===== config.mk =====
export PLATFORM = sky130hd
export DESIGN_NAME = uart_fifo
export DESIGN_NICKNAME = d
export VERILOG_FILES = /design/src/rtl/uart_fifo.sv
export SDC_FILE = /design/constraint.sdc
export NUM_CORES = 1
export LEC_CHECK = 0
export BUFFER_PORTS_ARGS = -buffer_cell sky130_fd_sc_hd__buf_2
export CAP_MARGIN = 20
export CORE_MARGIN = 3
export CORE_UTILIZATION = 51
export CTS_CLUSTER_SIZE = 28
export DETAILED_ROUTE_END_ITERATION = 6
export PLACE_DENSITY = 0.67
export REMOVE_ABC_BUFFERS = 1
export SYNTH_ARGS = -nofsm -noshare
export SYNTH_HDL_FRONTEND = slang
export SYNTH_SLANG_ARGS = --single-unit

===== constraint.sdc =====
create_clock -name clk -period 4.4 [get_ports clk]
set_clock_uncertainty 0.15 [all_clocks]
set_input_delay 0.66 -clock clk [delete_from_list [all_inputs] [get_ports clk]]
set_output_delay 0.66 -clock clk [all_outputs]
set_load 0.02 [all_outputs]

===== src/rtl/uart_fifo.sv =====
// uart_fifo: buffered TX/RX byte queues between the CPU I/O port and the buart transmitter/receiver
module uart_fifo #(
  parameter int DEPTH = 16,
  localparam int AW = $clog2(DEPTH)
) (
  input  logic          clk,
  input  logic          resetq,
  input  logic          tx_wr,
  input  logic [7:0]    tx_data,
  output logic          tx_full,
  output logic [AW:0]   tx_level,
  input  logic          rx_rd,
  output logic [7:0]    rx_data,
  output logic          rx_valid,
  output logic [AW:0]   rx_level,
  output logic          err_tx_ovf,
  output logic          err_rx_udf,
  input  logic          clr_err,
  output logic          u_wr,
  output logic [7:0]    u_tx_data,
  input  logic          u_busy,
  output logic          u_rd,
  input  logic          u_valid,
  input  logic [7:0]    u_rx_data
);
  localparam logic [1:0] T_IDLE = 2'd0, T_SENT = 2'd1, T_SETTLE = 2'd2;
  localparam logic [1:0] R_IDLE = 2'd0, R_ACK = 2'd1, R_SETTLE = 2'd2;
  localparam logic [AW:0] FULL = (AW+1)'(DEPTH);
  logic [7:0] tx_mem [DEPTH];
  logic [7:0] rx_mem [DEPTH];
  logic [AW-1:0] tx_wp_q, tx_wp_d, tx_rp_q, tx_rp_d, rx_wp_q, rx_wp_d, rx_rp_q, rx_rp_d;
  logic [AW:0] tx_cnt_q, tx_cnt_d, rx_cnt_q, rx_cnt_d;
  logic [1:0] ts_q, ts_d, rs_q, rs_d;
  logic u_wr_q, u_wr_d, u_rd_q, u_rd_d;
  logic [7:0] u_tx_data_q, u_tx_data_d;
  logic err_tx_ovf_q, err_tx_ovf_d, err_rx_udf_q, err_rx_udf_d;
  logic tx_push, tx_pop, rx_push, rx_pop;

  assign tx_full    = tx_cnt_q == FULL;
  assign tx_level   = tx_cnt_q;
  assign rx_valid   = rx_cnt_q != '0;
  assign rx_level   = rx_cnt_q;
  assign rx_data    = rx_mem[rx_rp_q];
  assign err_tx_ovf = err_tx_ovf_q;
  assign err_rx_udf = err_rx_udf_q;
  assign u_wr       = u_wr_q;
  assign u_tx_data  = u_tx_data_q;
  assign u_rd       = u_rd_q;

  always_comb begin
    tx_push      = tx_wr && !tx_full;
    tx_pop       = ts_q == T_IDLE && tx_cnt_q != '0 && !u_busy;
    // u_valid stays high through R_ACK, so only R_IDLE may accept a character
    rx_push      = rs_q == R_IDLE && u_valid && rx_cnt_q != FULL;
    rx_pop       = rx_rd && rx_valid;
    tx_wp_d      = tx_push ? tx_wp_q + AW'(1) : tx_wp_q;
    tx_rp_d      = tx_pop ? tx_rp_q + AW'(1) : tx_rp_q;
    tx_cnt_d     = tx_cnt_q + (AW+1)'(tx_push) - (AW+1)'(tx_pop);
    rx_wp_d      = rx_push ? rx_wp_q + AW'(1) : rx_wp_q;
    rx_rp_d      = rx_pop ? rx_rp_q + AW'(1) : rx_rp_q;
    rx_cnt_d     = rx_cnt_q + (AW+1)'(rx_push) - (AW+1)'(rx_pop);
    ts_d         = ts_q == T_IDLE ? (tx_pop ? T_SENT : T_IDLE) : ts_q == T_SENT ? T_SETTLE : T_IDLE;
    rs_d         = rs_q == R_IDLE ? (rx_push ? R_ACK : R_IDLE) : rs_q == R_ACK ? R_SETTLE : R_IDLE;
    u_wr_d       = tx_pop;
    u_tx_data_d  = tx_pop ? tx_mem[tx_rp_q] : u_tx_data_q;
    u_rd_d       = rx_push;
    err_tx_ovf_d = (tx_wr && tx_full) || (err_tx_ovf_q && !clr_err);
    err_rx_udf_d = (rx_rd && !rx_valid) || (err_rx_udf_q && !clr_err);
  end

  always_ff @(posedge clk) begin
    if (tx_push) tx_mem[tx_wp_q] <= tx_data;
    if (rx_push) rx_mem[rx_wp_q] <= u_rx_data;
  end

  always_ff @(posedge clk or negedge resetq) begin
    if (!resetq) begin
      tx_wp_q      <= '0;
      tx_rp_q      <= '0;
      tx_cnt_q     <= '0;
      rx_wp_q      <= '0;
      rx_rp_q      <= '0;
      rx_cnt_q     <= '0;
      ts_q         <= T_IDLE;
      rs_q         <= R_IDLE;
      u_wr_q       <= 1'b0;
      u_tx_data_q  <= 8'h00;
      u_rd_q       <= 1'b0;
      err_tx_ovf_q <= 1'b0;
      err_rx_udf_q <= 1'b0;
    end else begin
      tx_wp_q      <= tx_wp_d;
      tx_rp_q      <= tx_rp_d;
      tx_cnt_q     <= tx_cnt_d;
      rx_wp_q      <= rx_wp_d;
      rx_rp_q      <= rx_rp_d;
      rx_cnt_q     <= rx_cnt_d;
      ts_q         <= ts_d;
      rs_q         <= rs_d;
      u_wr_q       <= u_wr_d;
      u_tx_data_q  <= u_tx_data_d;
      u_rd_q       <= u_rd_d;
      err_tx_ovf_q <= err_tx_ovf_d;
      err_rx_udf_q <= err_rx_udf_d;
    end
  end
endmodule


After elaboration in Yosys (flattened, before gate mapping)
Memories as Yosys holds them, arrays and structs flattened. A register that Yosys moved wholly into a read port is not among the register bits.
Cells that the tools add are included.
- input port bits: 23
- bits in writable memories: 256
- memories kept: 2
- word-level logic and storage cells: 57
- flip-flop bits (word level): 34
- memories (memory ; depth ; width ; read ports ; clocked after Yosys merged registers in ; write ports ; RTL line ; source):
    rx_mem ; 16 ; 8 ; 1 ; 0 ; 1 ; 30 ; logic [7:0] rx_mem [DEPTH];
    tx_mem ; 16 ; 8 ; 1 ; 1 ; 1 ; 29 ; logic [7:0] tx_mem [DEPTH];
- multiplexer cells: 10
- add/subtract/negate cells: 8
- equality and inequality tests: 4
- reduce and logical (&&, ||, !) cells: 21
- operators with widths (operator ; number):
    adder 4 x 1 -> 4 bit (second input constant) ; 4
    adder 5 x 1 -> 5 bit ; 2
    logical AND 1 bit ; 10
    nonzero test 5 bit ; 2
    subtractor 5 x 1 -> 5 bit ; 2
    two-way mux 2 bit ; 4
    two-way mux 1 bit ; 6
    == test 5 bit (second input constant) ; 1
    logical NOT 1 bit ; 5
    inequality test 5 bit (second input constant) ; 1
    == test 2 x 1 -> 1 bit (second input constant) ; 2
    logical NOT 2 bit ; 2
    logical OR 1 bit ; 2

Depth between registers and ports, before layout
- depth in word-level cells: 5
- depth in mapped cells: 15

Worst setup path after synthesis
Ideal clock, no wire load.
- kind: register -> register
- from: register rx_cnt_q[2] (netlist: rx_level[2])
- to: register rx_cnt_q[4] (netlist: rx_level[4])
- stages on the path, launching flop included: 16
- buffers on the path: 1
- library setup time: 0.080 ns
- data arrival time: 2.736 ns
- path slack: 1.434 ns
- clock period less this slack: 2.966 ns
- cells stage by stage: dfrtp_1 -> inv_1 -> ha_1 -> nor4bb_1 -> nor4b_1 -> buf_2 -> inv_1 -> ha_1 -> inv_1 -> ha_1 -> inv_1 -> fa_1 -> inv_1 -> a21oi_1 -> o21bai_1 -> xnor2_1
- cells in the longest elaborated chain, start to end: 4
- RTL lines (element ; RTL line ; source):
    from (decl) ; 32 ; logic [AW:0] tx_cnt_q, tx_cnt_d, rx_cnt_q, rx_cnt_d;
    from (signal assigned) ; 97 ; rx_cnt_q <= rx_cnt_d;
    inequality test 5 bit ; 54 ; rx_push = rs_q == R_IDLE && u_valid && rx_cnt_q != FULL;
    logical AND 1 bit ; 54 ;
    named net rx_push ; 37 ; logic tx_push, tx_pop, rx_push, rx_pop;
    adder 5 x 1 -> 5 bit ; 61 ; rx_cnt_d = rx_cnt_q + (AW+1)'(rx_push) - (AW+1)'(rx_pop);
    subtractor 5 x 1 -> 5 bit ; 61 ;
    named net rx_cnt_d[4] ; 32 ;
The timed path passes the listed nets, and every way through them passes these cells.
A chain may end at the register's enable or synchronous reset.

Worst setup path after layout
- from: register rx_rp_q[1]
- to: output rx_data[7]
- cells in the longest elaborated chain, start to end: 1
- RTL lines (element ; RTL line ; source):
    from (decl) ; 31 ; logic [AW-1:0] tx_wp_q, tx_wp_d, tx_rp_q, tx_rp_d, rx_wp_q, rx_wp_d, rx_rp_q, rx_rp_d;
    from (signal assigned) ; 96 ; rx_rp_q <= rx_rp_d;
    memory (16 x 8 bit) ; -- ;
    to (decl) ; 13 ; output logic [7:0] rx_data,
Every way passes these cells.

==> results.md <==
- Highest ir drop seen on vdd: approximately 370 uV
- Placed cell count: 944
- Maximum fanout along the worst path: 19
- Global Route Usage Sum: a little under a fifth
- Effective utilization at floorplan: 52.6%
- Die Footprint: roughly 26000 um^2
- Maximum cell stage delay along the critical path: between 0.9 and 1 ns
- Register-to-Register Setup Slack: between 0.8 and 0.9 ns
- Placeable core region: between 20000 and 25000 um^2
- Library cells used by synthesis: 38
- Number of max-cap violations: 0
- Die width: 160 um
- Most used standard cell by instance count after synthesis: sky130_fd_sc_hd__edfxtp_1
- CTS sink count: ~300
- Reg2reg path depth: 13
- Reg2reg end: tx_level[4]
- First-pass GRT wire length: approximately 36000 um
- Synth warn: 0
- Largest net degree at the start of global routing: between 40 and 50
- Clock buffers created by TritonCTS: 30
- Commonest cells in the netlist: 256 x sky130_fd_sc_hd__edfxtp_1, 42 x sky130_fd_sc_hd__dfrtp_1, 40 x sky130_fd_sc_hd__mux4_2, 32 x sky130_fd_sc_hd__mux4_1, 28 x sky130_fd_sc_hd__inv_1
- Req. time, crit path: ~3.6 ns
- Antenna violations before repair: 0
- Number of global-route vias before repair: 6157
- Post_cts resized: 0
- Endpoint class of the critical path: output port
- Crit Path Category: reg2out
- Routed Antenna Nets: 0
- Placer Congestion: roughly 0.76
- Overall routed net length: around 23000 um
- Most common flop cell mapped by yosys: sky130_fd_sc_hd__edfxtp_1
- Synth-to-Final Area Change: 13.9%
- Class of the tightest hold or removal check: in2reg
- Routed via count: 5709
- Antenna cells: 0
- Dominant cells by area after synthesis: sky130_fd_sc_hd__edfxtp_1 64%, sky130_fd_sc_hd__dfrtp_1 8.7%, sky130_fd_sc_hd__mux4_2 7.5%
- Clock slew at the register clock pins of the worst setup and hold paths: 0.06 ns
- Drt wl/cell: between 20 and 25 um
- Startpoint Class: flop
- Worst path cell trace: buf_4 -> mux4_1 -> mux4_2 -> buf_2
- Number of H-tree levels: 1
- Final period util: approximately 82%
- Slew @ Worst Pin: ~1.0 ns
- Clock root buffer master: sky130_fd_sc_hd__clkbuf_16
- Count of buffers from port buffering: between 50 and 60
- # rows: 55
- Number of top-level pins: 55
- EDFF count, synth: 256
- Number of non-filler instances in the completed layout: between 1k and 1.5k
- Post-CTS setup repair buffer count: 0
- Static Leak: 4.89 nW
- Starting DRT DRC Count: 412
- Post-detail-place hpwl: 14500 um
- Insertion delay to the later sink of the worst-skew pair: ~0.53 ns
- Layout net count: approximately 710
- Shortest clock period the worst path allows after layout: 3.59 ns
- Number of hold-slack violations in the final timing report: 0
- Overflow left after global routing: 0
- Fraction of synthesis flops using an asynchronous set or reset pin: between 10% and 20%
- Synthesized area per cell: around 20 um^2
- Average via count per standard cell: between 5 and 6
- # fillers: between 1.5k and 2k
- Run status: complete, no violations
- Die Y-Extent: between 150 and 200 um
- Synthesized instance count: 590
- Share of Yosys cell area claimed by the top area cell type: 63.8%
- Residual DRC count: 0
- Seq/Total Area, Yosys: between 70% and 80%
- Longest Clk Path Bufs: 3
- Number of search-and-repair iterations in the first detailed-routing pass: 5
- Critical path data arrival time: about 2.8 ns
- Cell at the slowest stage of the critical path: sky130_fd_sc_hd__dfrtp_1
- Synth Cell Area: ~12000 um^2
- Post-CTS Hold Buffers: 0
- Slew Limit Fails: 0
- Startpoint of the worst-slack reg-to-reg timing path: tx_level[2]
- Timing startpoint of the critical path: rx_rp_q[1]
- CTS tree: yes
- Count of state elements after synthesis: about 300
- Summed negative setup slack over all endpoints: 0 ns
- Worst slew margin relative to its limit: a little under a third
- Layout cells sized above 1: between 20 and 25%
- Final setup fails: 0
- Unrepaired setup endpoints after global routing: false
- Dominant cell type by area after synthesis: sky130_fd_sc_hd__edfxtp_1
- Upper clock frequency limit: 0.278 GHz
- Pwr Density: around 650 nW/um^2
- Capture point of the critical path: rx_data[7]
## layer usage
layer | share of wire (%) | vias up | global-route usage (%)
li1 | - | 2525 | -
met1 | 44 | 2972 | 27.7
met2 | 48 | 174 | 29.0
met3 | 5.7 | 38 | 2.72
met4 | 1.9 | 0 | 4.54
met5 | 0 | - | 0
## area by class of cell
class / count / area [um^2] / area share, %
clock buffers: 46 / 902 / 6.57
inverters: 28 / 105 / 0.766
flip-flops and latches: 298 / 8740 / 63.7
multi-input cells: 235 / 3050 / 22.2
repair buffers: 72 / 420 / 3.06
well taps: 313 / 392 / 2.85
clock inverters: 10 / 125 / 0.911
## state kept, by name (all words and copies together), names as in the netlist, 4 cells and up
register,count
tx_mem,128
tx_rp_q,4
rx_wp_q,4
rx_rp_q,4
u_tx_data,8
tx_wp_q,4
rx_level,5
tx_level,5
rx_mem,128
## per-stage QoR
stage	utilization, %	power (mW)	area [um^2]	setup WS (ns)	hold WS (ns)
2_1_floorplan	-	5.61	11900	0.925	0.214
3_3_place_gp	55.3	6.38	12700	1.03	0.264
3_5_place_dp	55.3	6.49	12700	0.890	0.269
4_1_cts	59.8	9.07	13700	0.781	0.154
5_1_grt	59.9	9.44	13700	0.606	0.183
6_report	59.9	8.98	13700	0.806	0.170
## how the worst min path moves through the flow
stage / slack, ns / to / cells past startpoint / start
floorplan: 0.21 / err_rx_udf / 0 / resetq
global placement: 0.26 / ts_q[1] / 1 / ts_q[1]
detailed placement: 0.27 / ts_q[1] / 1 / ts_q[1]
CTS: 0.15 / err_tx_ovf / 2 / clr_err
global route: 0.18 / err_tx_ovf / 2 / clr_err
finish: 0.17 / err_tx_ovf / 2 / clr_err
## worst max-delay path, delay by kind of cell (launching register included)
family,cells,cell delay (ns)
flops,1,0.92
mux,2,0.83
buf+inv,2,0.49
## layout by cell type (no fill, tap or decap), types with 8 or more instances in the layout
master / instances
sky130_fd_sc_hd__and2_1: 16
sky130_fd_sc_hd__buf_2: 54
sky130_fd_sc_hd__buf_4: 16
sky130_fd_sc_hd__clkbuf_1: 8
sky130_fd_sc_hd__clkbuf_16: 31
sky130_fd_sc_hd__dfrtp_1: 41
sky130_fd_sc_hd__edfxtp_1: 256
sky130_fd_sc_hd__ha_1: 22
sky130_fd_sc_hd__inv_1: 28
sky130_fd_sc_hd__mux2i_1: 13
sky130_fd_sc_hd__mux4_1: 32
sky130_fd_sc_hd__mux4_2: 40
sky130_fd_sc_hd__nand2_1: 18
sky130_fd_sc_hd__o21ai_0: 9
sky130_fd_sc_hd__xnor2_1: 15
## power breakdown
part	leakage [nW]	internal, mW	switching, mW
sequential	2.82	3.46	0.453
clock	0.503	1.58	0.987
combinational	1.57	1.25	1.25
total	4.89	6.29	2.69
## cells by family after synthesis
family / after synthesis / share of synthesized area [%]
flops: 298 / 72.5
mux: 91 / 16.1
compound gates: 25 / 1.29
fa+ha+maj: 24 / 2.62
xor+xnor: 20 / 1.45
simple gates: 75 / 3.60
buf+inv: 57 / 2.45
No activity file was read; power rests on OpenSTA's default activity.
